$ cat src/rtl/pipe_addsub.sv
// pipe_addsub: pipelined WIDTH-bit add/subtract with carry-in.
// The adder is cut into STAGES carry segments of SEG = WIDTH/STAGES bits.
// Each stage adds one slice and registers the partial result, the carry
// out of the slice, and the B' bits that later stages still need.
// Optional feature macro: PIPE_ADDSUB_SAT_EN. When it is defined, the last
// stage clamps out_sum to the signed max/min on overflow. out_carry and out_ovf
// still report the raw adder result.
//
// Handshake: a beat moves on a rising edge when its valid is high and the
// receiver's ready is high. An upstream holds its beat stable until it moves.
// in_ready means "stage 0 can load this cycle". out_valid is the valid bit of
// the last stage. While out_valid && !out_ready the outputs stay unchanged.
module pipe_addsub #(
    parameter int WIDTH  = 8,
    parameter int STAGES = 2
) (
    input  logic             clk,
    input  logic             reset,
    input  logic             in_valid,
    output logic             in_ready,
    input  logic [WIDTH-1:0] in_a,
    input  logic [WIDTH-1:0] in_b,
    input  logic             in_cin,
    input  logic             in_sub,
    output logic             out_valid,
    input  logic             out_ready,
    output logic [WIDTH-1:0] out_sum,
    output logic             out_carry,
    output logic             out_ovf
);
    localparam int SEG  = WIDTH / STAGES;
    localparam int LAST = STAGES - 1;

    if (WIDTH < 2 || STAGES < 1 || (WIDTH % STAGES) != 0) begin : g_bad_params
        $error("pipe_addsub: illegal WIDTH/STAGES combination");
    end

    // Per-stage state, gathered into arrays so neighbouring stages can reach it.
    logic [STAGES-1:0] w_v;
    logic [STAGES-1:0] w_c_q;
    logic [WIDTH-1:0]  w_acc_q [STAGES];
    logic [STAGES-1:0] w_en;

    // A stage can load when it is empty or its beat leaves this cycle.
    // The chain is evaluated from the output backwards, so a bubble is always filled.
    always_comb begin
        w_en       = '0;
        w_en[LAST] = !w_v[LAST] || out_ready;
        for (int k = LAST - 1; k >= 0; k--) begin
            w_en[k] = !w_v[k] || w_en[k+1];
        end
    end

    assign in_ready  = w_en[0];
    assign out_valid = w_v[LAST];
    assign out_sum   = w_acc_q[LAST];
    assign out_carry = w_c_q[LAST];

    for (genvar k = 0; k < STAGES; k++) begin : g_stage
        localparam int LO = k * SEG;       // lowest bit handled by this stage
        localparam int BW = WIDTH - LO;    // B' bits still pending at this stage

        // w_acc holds the finished sum bits below LO and the raw A bits from LO upward.
        logic [WIDTH-1:0] w_acc;
        logic [BW-1:0]    w_b;
        logic             w_cin;
        logic             w_vin;
        logic [SEG:0]     w_seg;
        logic [WIDTH-1:0] w_acc_nxt;
        logic [WIDTH-1:0] w_acc_d;
        logic             w_load;
        logic             r_v;
        logic             r_c;
        logic [WIDTH-1:0] r_acc;

        if (k == 0) begin : g_src
            assign w_acc = in_a;
            assign w_b   = in_sub ? ~in_b : in_b;
            assign w_cin = in_sub ^ in_cin;
            assign w_vin = in_valid;
        end else begin : g_src
            assign w_acc = w_acc_q[k-1];
            assign w_b   = g_stage[k-1].g_fwd.r_bhi;
            assign w_cin = w_c_q[k-1];
            assign w_vin = w_v[k-1];
        end

        assign w_seg  = {1'b0, w_acc[LO +: SEG]} + {1'b0, w_b[SEG-1:0]}
                      + {{SEG{1'b0}}, w_cin};
        assign w_load = w_en[k] && w_vin;

        // Put this stage's slice of the sum in place of the A bits it used.
        always_comb begin
            w_acc_nxt            = w_acc;
            w_acc_nxt[LO +: SEG] = w_seg[SEG-1:0];
        end

        if (k < LAST) begin : g_fwd
            logic [BW-SEG-1:0] r_bhi;

            // Forward the B' bits that later stages still need.
            always_ff @(posedge clk) begin
                if (reset) begin
                    r_bhi <= '0;
                end else if (w_load) begin
                    r_bhi <= w_b[BW-1:SEG];
                end
            end

            assign w_acc_d = w_acc_nxt;
        end else begin : g_out
            logic w_ovf;
            logic r_ovf;

            // Carry into the MSB is recovered from the MSB sum bit and the MSB operand bits.
            assign w_ovf = w_seg[SEG-1] ^ w_acc[WIDTH-1] ^ w_b[BW-1] ^ w_seg[SEG];

`ifdef PIPE_ADDSUB_SAT_EN
            // On overflow, clamp to the signed limit on the side that A's sign selects.
            always_comb begin
                w_acc_d = w_acc_nxt;
                if (w_ovf) begin
                    w_acc_d = w_acc[WIDTH-1] ? {1'b1, {(WIDTH-1){1'b0}}}
                                             : {1'b0, {(WIDTH-1){1'b1}}};
                end
            end
`else
            assign w_acc_d = w_acc_nxt;
`endif

            // Overflow flag for the output beat. It loads only with the data.
            always_ff @(posedge clk) begin
                if (reset) begin
                    r_ovf <= 1'b0;
                end else if (w_load) begin
                    r_ovf <= w_ovf;
                end
            end

            assign out_ovf = r_ovf;
        end

        // Valid bit: take the upstream valid whenever this stage can load.
        always_ff @(posedge clk) begin
            if (reset) begin
                r_v <= 1'b0;
            end else if (w_en[k]) begin
                r_v <= w_vin;
            end
        end

        // Data and carry registers change only when a beat is loaded.
        always_ff @(posedge clk) begin
            if (reset) begin
                r_acc <= '0;
                r_c   <= 1'b0;
            end else if (w_load) begin
                r_acc <= w_acc_d;
                r_c   <= w_seg[SEG];
            end
        end

        assign w_v[k]     = r_v;
        assign w_c_q[k]   = r_c;
        assign w_acc_q[k] = r_acc;
    end
endmodule
$ cat config.mk
export PLATFORM = sky130hd
export DESIGN_NAME = pipe_addsub
export DESIGN_NICKNAME = d
export VERILOG_FILES = /design/src/rtl/pipe_addsub.sv
export SDC_FILE = /design/constraint.sdc
export NUM_CORES = 1
export LEC_CHECK = 0
export CAP_MARGIN = 40
export CORE_MARGIN = 2
export CORE_UTILIZATION = 35
export CTS_CLUSTER_SIZE = 25
export DETAILED_ROUTE_END_ITERATION = 8
export DONT_BUFFER_PORTS = 1
export PLACE_DENSITY_LB_ADDON = 0.05
export SETUP_SLACK_MARGIN = 0.05
export SKIP_LAST_GASP = 1
export SLEW_MARGIN = 20
export SYNTH_ARGS = -nofsm -noshare
export SYNTH_HDL_FRONTEND = slang
export SYNTH_SLANG_ARGS = --single-unit
$ cat constraint.sdc
create_clock -name clk -period 2.72 [get_ports clk]
set_input_delay 0.544 -clock clk [delete_from_list [all_inputs] [get_ports clk]]
set_output_delay 0.544 -clock clk [all_outputs]
set_load 0.02 [all_outputs]
# Word-level counts from Yosys, hierarchy flattened
# Index checks and enable logic that the tools add are counted.
# totals
wordCells,24
inputBits,22
ff_bits,25
# classes
addsub,4
n_mux,1
n_bitwise,5
reduce_logical,6
# ops
cell,count
$add A4 B4 Y5,2
$add A5 B1 Y5,2
$mux W8,1
$not A8 Y8,1
$xor A1 B1 Y1,4
$logic_and A1 B1 Y1,2
$logic_not A1 Y1,2
$logic_or A1 B1 Y1,2

# Depth between registers and ports, before layout
# Gate-level depths: netlist of the first run.
# depth
ltp_word,5
mapped_depth,8
ltp_nobuf,8

# Least setup slack after synthesis of the first run
# Ideal clock, no wire load.
# synth_timing
kind,input-to-reg
from,input port in_sub
to,register g_stage[0].r_c
slack_ns,0.399
path_buffers,1
t_arrival_ns,2.191
path_stages,7
t_required_ns,2.590
path_cell_list,buf_2 > xor2_1 > fa_1 > fa_1 > a21o_1 > a211oi_1 > nor3_1
# synth_between
elab_chain_cells,3
elab_cells_between_ends,4
# synth_lines
item,line_no,text
from (decl),24,"input logic in_sub,"
$mux W8,78,assign w_b = in_sub ? ~in_b : in_b;
$add A4 B4 Y5,88,"assign w_seg = {1'b0, w_acc[LO +: SEG]} + {1'b0, w_b[SEG-1:0]}"
$add A5 B1 Y5 (*),89,"+ {{SEG{1'b0}}, w_cin};"
to (signal assigned),159,r_c <= w_seg[SEG];
to (decl),73,logic r_c;
# Mark *: on every way between the ends. The rest lies on a longest branch, timed or not.
# A chain may end at the register's enable or synchronous reset.

# Worst setup path in the final report of the first run
# layout_timing
from,register g_stage[0].r_c
to,"register g_stage[1].g_out.r_ovf, in the netlist out_ovf"
# layout_between
elab_chain_cells,4
# layout_lines
item,line_no,text
$add A5 B1 Y5 (*),89,
$xor A1 B1 Y1 (2 in a row),116,assign w_ovf = w_seg[SEG-1] ^ w_acc[WIDTH-1] ^ w_b[BW-1] ^ w_seg[SEG];
$xor A1 B1 Y1 (*),116,
to (signal assigned),136,r_ovf <= w_ovf;
to (decl),113,logic r_ovf;
# Marked as above.

==> flow_metrics.py, run 1 <==
metrics = {
    "finish": {
        "antennaDiodeCount": 0,
        "area_growth_pct": 3.47,
        "finalNonFillerCells": 187,
        "nFillCells": 399,
        "drive_gt1_share_pct": 10.1,
        "nets": 172,
        "fin_area_sq_mm": 0.00134,
        "utilization_pct": 37.3,
    },
    "clock_network": {
        "post_cts_buffers": 0,
        "cts_root_buf": "clkbuf_8",
        "cts_tree": "done",
        "insertion_delay_ns": 0.26,
        "clkTransAtPathRegs_ns": 0.09,
        "numCtsBuffers": 3,
        "htreeDepth": 1,
        "post_cts_resized": 0,
        "holdBufCountCts": 0,
        "cts_max_path_buffers": 2,
        "clock_sinks": 25,
    },
    "worst_setup_path": {
        "cpLargestDelayFamily": "adder cells",
        "path_cells": "fa_1 -> inv_1 -> fa_1 -> nand2b_1 -> a21oi_1 -> xnor2_1 -> xnor2_1 -> o31ai_1",
        "slowest_delay_ns": 0.38,
        "cp_num_buf_inv": 1,
        "worstSetupStartpointType": "flop",
        "r2r-end": "out_ovf",
        "cp-startpoint": "g_stage[0].r_c",
        "cp.arrival_ns": 2.10,
        "worstSetupEndpoint": "out_ovf",
        "reg2regPathDepth": 8,
        "reg2reg_from": "g_stage[0].r_c",
        "ff2ff_setup_slack_ns": 0.81,
        "crit_path_end_kind": "flop",
        "path_class": "flop to flop",
        "cp_data_required_time_ns": 2.91,
        "crit_cells": 8,
        "crit_fanout": 2,
        "slowest_stage": "fa_1",
    },
    "place": {
        "port_buffers": 0,
        "dp_cells": 183,
        "postPlaceCellArea_sq_mm": 0.00130,
        "gp_congestion": 0.696,
        "hpwl_um": 1720,
    },
    "drt": {
        "wire_per_inst_um": 12.6,
        "drc": 0,
        "vias_per_cell": 4.65,
        "dr.pass1.iters": 3,
        "postRouteWirelength_um": 2360,
        "detail-route-antenna-nets": 0,
        "vias": 870,
        "drt_iter0_markers": 25,
    },
    "yosys": {
        "netlist_area_sq_mm": 0.00130,
        "synth.yosys.seq_area_share_pct": 38.5,
        "ys_ff_latch": 25,
        "ys_types": 26,
        "synthMuxAreaShare_pct": 0,
        "synth_compound_area_share_pct": 14.8,
        "synth.avg_cell_area_sq_um": 9.08,
        "synth_xor_area_share_pct": 10.1,
        "syn_inst": 143,
        "synth_fa_ha_area_share_pct": 11.9,
        "yosys_warnings": 0,
        "synth_top_family_by_area": "simple AND/OR/NAND/NOR gates",
        "yosys.area_share.simple_pct": 19.0,
        "syn_nets": 175,
    },
    "die": {
        "die_w_um": 64.9,
        "die_area_sq_mm": 0.00421,
        "start_util_pct": 36.0,
        "coreArea_sq_mm": 0.00361,
        "io_pins": 34,
        "rows": 22,
        "die_y_um": 64.9,
    },
    "timing": {
        "period_share_pct": 70.3,
        "skew_ns": 0.00349,
        "fin_crit_ns": 1.91,
        "setup_viol": 0,
        "drv_slew": 0,
        "tightestPinTransition_ns": 0.250,
        "max_freq_mhz": 523,
        "grt_setup_unrepaired": "no",
        "relSlewSlack_pct": 83.3,
        "fin_tns_setup_ns": 0,
        "hold_viol": 0,
    },
    "global_route": {
        "grt_pass1_vias": 864,
        "grt_pass1_wl_um": 4010,
        "antenna_found_initial": 0,
        "grtUsageTotal_pct": 12.4,
        "grt_max_degree": 27,
        "grt-ovfl-total": 0,
    },
    "power_and_ir_drop": {
        "power.density_mw_per_mm2": 577,
        "peakVddDrop_uv": 173,
        "leakage_nw": 0.521,
        "power_mw": 0.775,
    },
    "hold_path": {
        "worstHoldPathType": "input port to flop",
    },
    "outcome": {
        "status": "completed",
    },
    "run": {
        "drv_cap": 0,
    },
}
[cells in the mapped netlist]
cell / count / area share, %
xor2_1: 6 / 4.0
ha_1: 6 / 5.8
nor3_1: 2 / 0.77
nand2_1: 27 / 7.8
nor2b_4: 1 / 1.1
nor2_1: 14 / 4.0
a21o_1: 3 / 1.7
o31ai_1: 1 / 0.58
nand2_4: 1 / 0.87
nand3b_1: 1 / 0.58
buf_2: 1 / 0.38
inv_1: 3 / 0.87
and2_4: 1 / 0.67
nand3_1: 1 / 0.38
fa_1: 4 / 6.2
or2b_2: 1 / 0.67
clkbuf_1: 3 / 0.87
nand2_2: 1 / 0.48
nand2b_1: 2 / 0.96
and2b_2: 1 / 0.67
dfxtp_1: 25 / 39
a211oi_2: 4 / 3.9
buf_6: 4 / 3.5
a21oi_1: 18 / 6.9
a211oi_1: 3 / 1.7
xnor2_1: 9 / 6.1
[routing by layer]
| metal | wire length, um | track usage (%) | vias up | share of wire (%) |
|---|---|---|---|---|
| met5 | 0 | 0 | - | 0 |
| met4 | 20 | 4.79 | 0 | 0.85 |
| met3 | 146 | 3.47 | 2 | 6.2 |
| met2 | 1020 | 18.3 | 23 | 43 |
| met1 | 1180 | 17.0 | 386 | 50 |
| li1 | - | - | 459 | - |
[layout by cell type (no fill, tap or decap), drive strengths merged]
cell type,instances
nand2,29
dfxtp,25
a21oi,18
nor2,14
xnor2,9
a211oi,7
xor2,6
ha,6
fa,4
inv,3
a21o,3
clkbuf,3
nand2b,2
nor3,2
nor2b,1
and2,1
or2b,1
and2b,1
nand3,1
nand3b,1
o31ai,1
clkinv,1
[worst min path at each step]
stage	from	to	slack [ns]	depth (start not counted)
after CTS	reset	g_stage[0].g_fwd.r_bhi[0]	0.32	1
after detailed placement	g_stage[0].r_acc[1]	out_sum[1]	0.44	2
after floorplan	g_stage[0].r_acc[3]	g_stage[0].r_acc[3]	0.43	2
after global routing	reset	g_stage[0].r_acc[2]	0.31	1
final	reset	g_stage[0].g_fwd.r_bhi[2]	0.34	1
after global placement	g_stage[0].r_acc[3]	g_stage[0].r_acc[3]	0.44	2
[per-stage QoR]
step / setup slack (ns) / hold WS (ns)
5_1_grt: 0.603 / 0.312
3_3_place_gp: 0.582 / 0.439
2_1_floorplan: 0.399 / 0.432
3_5_place_dp: 0.561 / 0.444
4_1_cts: 0.790 / 0.322
6_report: 0.808 / 0.339
[power by group]
part	internal [mW]	switching, mW	leakage (nW)	total [mW]
combinational	0.0664	0.0690	0.290	0.135
sequential	0.393	0.0287	0.206	0.422
clock	0.102	0.115	0.0255	0.218
total	0.562	0.213	0.521	0.775
[cell families after synthesis]
group                      count (synthesis)
xor gates and xnor gates                  15
adders and majority gates                 10
AOI/OAI and AO/OA                         29
DFF                                       25
and+or+nand+nor                           53
buffers and inverters                     11
[registers in the layout, summed over array words and instances (netlist names)]
signal / count
g_stage.r_v: 1
out_valid: 1
out_sum: 8
g_stage.g_fwd.r_bhi: 4
g_stage.r_c: 1
g_stage.r_acc: 8
out_ovf: 1
out_carry: 1
[layout make-up]
class | count | area (sq um) | share of cell area (%)
Multi-Input combinational cell | 107 | 726 | 54.0
Tap cell | 48 | 60.1 | 4.47
Clock buffer | 3 | 41.3 | 3.07
Inverter | 3 | 11.3 | 0.838
Sequential cell | 25 | 500 | 37.2
Clock inverter | 1 | 5.00 | 0.372
(Power assumes the default switching activity.)
==> inputs of run 2 (changes only) <==
- clock period: 2.72 -> 1.7 ns (I/O delays scaled with it)
==> run 2 against run 1 <==
Net effect:
- total power is 67% higher
- critical endpoint unchanged
- setup slack worse by 0.82 ns
- via count rose by 6.4%
- routed wire length rose by 7.1%
- final cell count up 3.2%
- die area stayed put
- the flow now finishes with violations (setup timing)
- global-route usage fell by 0.055 points
- register-to-register slack got worse by 0.82 ns
- non-clock buffer count rose by 6
- clock skew rose by 0.0042 ns
- sequential power increased by 60%
- sequential share of layout area is 2.5 points lower
==> flow_metrics.py, run 2 (synthesis gave the netlist of run 1 again) <==
metrics = {
    "power_and_ir_drop": {
        "leakage_nw": 0.567,
        "peakVddDrop_uv": 327,
        "power.density_mw_per_mm2": 890,
    },
    "place": {
        "gp_congestion": 0.694,
        "port_buffers": 0,
        "hpwl_um": 1840,
        "dp_cells": 186,
    },
    "finish": {
        "area_growth_pct": 11.8,
        "drive_gt1_share_pct": 23.4,
        "mostFrequentLayoutCell": "nand2_1",
        "utilization_pct": 40.3,
        "nets": 178,
        "layout.cells.most_common_list": "nand2_1, dfxtp_1, a21oi_1",
        "antennaDiodeCount": 0,
        "finalNonFillerCells": 193,
    },
    "timing": {
        "hold_viol": 0,
        "fin_tns_setup_ns": -0.0137,
        "grt_setup_unrepaired": "yes",
        "drv_slew": 0,
        "whs_ns": 0.115,
        "layout_setup_ws_ns": -0.0137,
        "fin_crit_ns": 1.71,
        "period_share_pct": 101,
        "relSlewSlack_pct": 81.9,
        "tightestPinTransition_ns": 0.270,
        "skew_ns": 0.00768,
        "max_freq_mhz": 584,
        "setup_viol": 1,
    },
    "worst_setup_path": {
        "path_cells": "fa_2 -> inv_1 -> fa_2 -> nand2b_4 -> a21oi_4 -> xnor2_2 -> xnor2_1 -> o31ai_1",
        "cp_num_buf_inv": 1,
        "cp.arrival_ns": 1.90,
        "worstSetupStartpointType": "flop",
        "slowest_stage": "dfxtp_2",
        "cpLargestDelayFamily": "adder cells",
        "crit_fanout": 2,
        "cp_data_required_time_ns": 1.88,
        "crit_path_end_kind": "flop",
        "path_class": "flop to flop",
        "critPathMostFrequentCell": "fa_2",
        "slowest_delay_ns": 0.36,
    },
    "global_route": {
        "grt_max_degree": 27,
        "grt_pass1_vias": 857,
        "grt.met1_usage_pct": 15.5,
        "grt-ovfl-total": 0,
        "grtUsageTotal_pct": 12.3,
        "antenna_found_initial": 0,
        "grt_use_met3_pct": 2.43,
        "grt_pass1_wl_um": 3950,
        "grtUsageMet2_pct": 21.0,
        "top_usage_layer": "met2",
    },
    "drt": {
        "drc": 0,
        "wire_per_inst_um": 13.1,
        "vias": 926,
        "drt_iter0_markers": 19,
        "dr.pass1.iters": 4,
        "detail-route-antenna-nets": 0,
        "vias_per_cell": 4.80,
        "postRouteWirelength_um": 2530,
    },
    "clock_network": {
        "clkTransAtPathRegs_ns": 0.10,
        "cts_tree": "done",
        "cts_root_buf": "clkbuf_8",
        "clock_sinks": 25,
        "insertion_delay_ns": 0.27,
        "numCtsBuffers": 3,
        "htreeDepth": 1,
        "holdBufCountCts": 0,
        "cts_max_path_buffers": 2,
    },
    "die": {
        "die_area_sq_mm": 0.00421,
        "die_y_um": 64.9,
        "die_w_um": 64.9,
        "coreArea_sq_mm": 0.00361,
        "start_util_pct": 36.0,
        "rows": 22,
        "io_pins": 34,
    },
    "hold_path": {
        "worstHoldPathType": "input port to flop",
    },
    "outcome": {
        "status": "complete, but fails checks",
        "failed_checks": "setup timing",
    },
    "run": {
        "drv_cap": 0,
    },
}
## run 2: layer usage
layer,wire length [um],vias to the layer above
li1,-,470
met1,1160,435
met2,1250,19
met3,104,2
met4,15,0
met5,0,-
## run 2: worst paths after layout
path,start,to,cells past startpoint,slack (ns)
setup / recovery,g_stage[0].r_c,out_ovf,8,-0.01
hold / removal,reset,g_stage[0].g_fwd.r_bhi[0],1,0.12
setup reg to reg,g_stage[0].r_c,out_ovf,8,-0.01
hold reg to reg,g_stage[0].r_acc[3],g_stage[0].r_acc[3],2,0.45
## run 2: final cells by class
type / count / area [sq um]
Inverter: 3 / 11.3
Fill cell: 372 / 2150
Tap cell: 48 / 60.1
Sequential cell: 25 / 504
Multi-Input combinational cell: 107 / 783
Clock buffer: 3 / 41.3
Timing Repair Buffer: 6 / 45.0
Clock inverter: 1 / 7.51
## run 2: report_power, final
part	leakage, nW	total, mW	switching [mW]	internal (mW)
Combinational	0.338	0.255	0.127	0.128
Clock	0.0217	0.362	0.196	0.166
Sequential	0.207	0.676	0.0457	0.630
Total	0.567	1.29	0.369	0.924
## run 2: what timing repair did
action | 4_1_cts | 5_1_grt
buffers inserted | 1 | 2
gates resized for setup | 7 | 1
setup endpoints to repair | 2 | 3
pin swaps | 3 | 0
endpoints found under the hold margin | 0 | 0
## run 2: through the flow
step / worst slack [ns] / area, sq um / power [mW]
finish: -0.0137 / 1450 / 1.29
floorplan: -0.221 / 1350 / 0.911
global placement: -0.136 / 1350 / 0.929
detailed placement: -0.141 / 1350 / 0.931
CTS: -0.0261 / 1430 / 1.31
global route: -0.105 / 1450 / 1.37
## run 2: worst reg2reg max path: stages (launching register included)
cell and delay [ns]:
dfxtp_2 0.36, fa_2 0.20, inv_1 0.05, fa_2 0.33, nand2b_4 0.16, a21oi_4 0.15, xnor2_2 0.13, xnor2_1 0.08
o31ai_1 0.18
==> inputs of run 3 (changes only) <==
- ABC_CLOCK_PERIOD_IN_PS: not set -> 1700
==> results of run 3 <==
The final DEF is identical to that of run 2; final timing and power are the same.
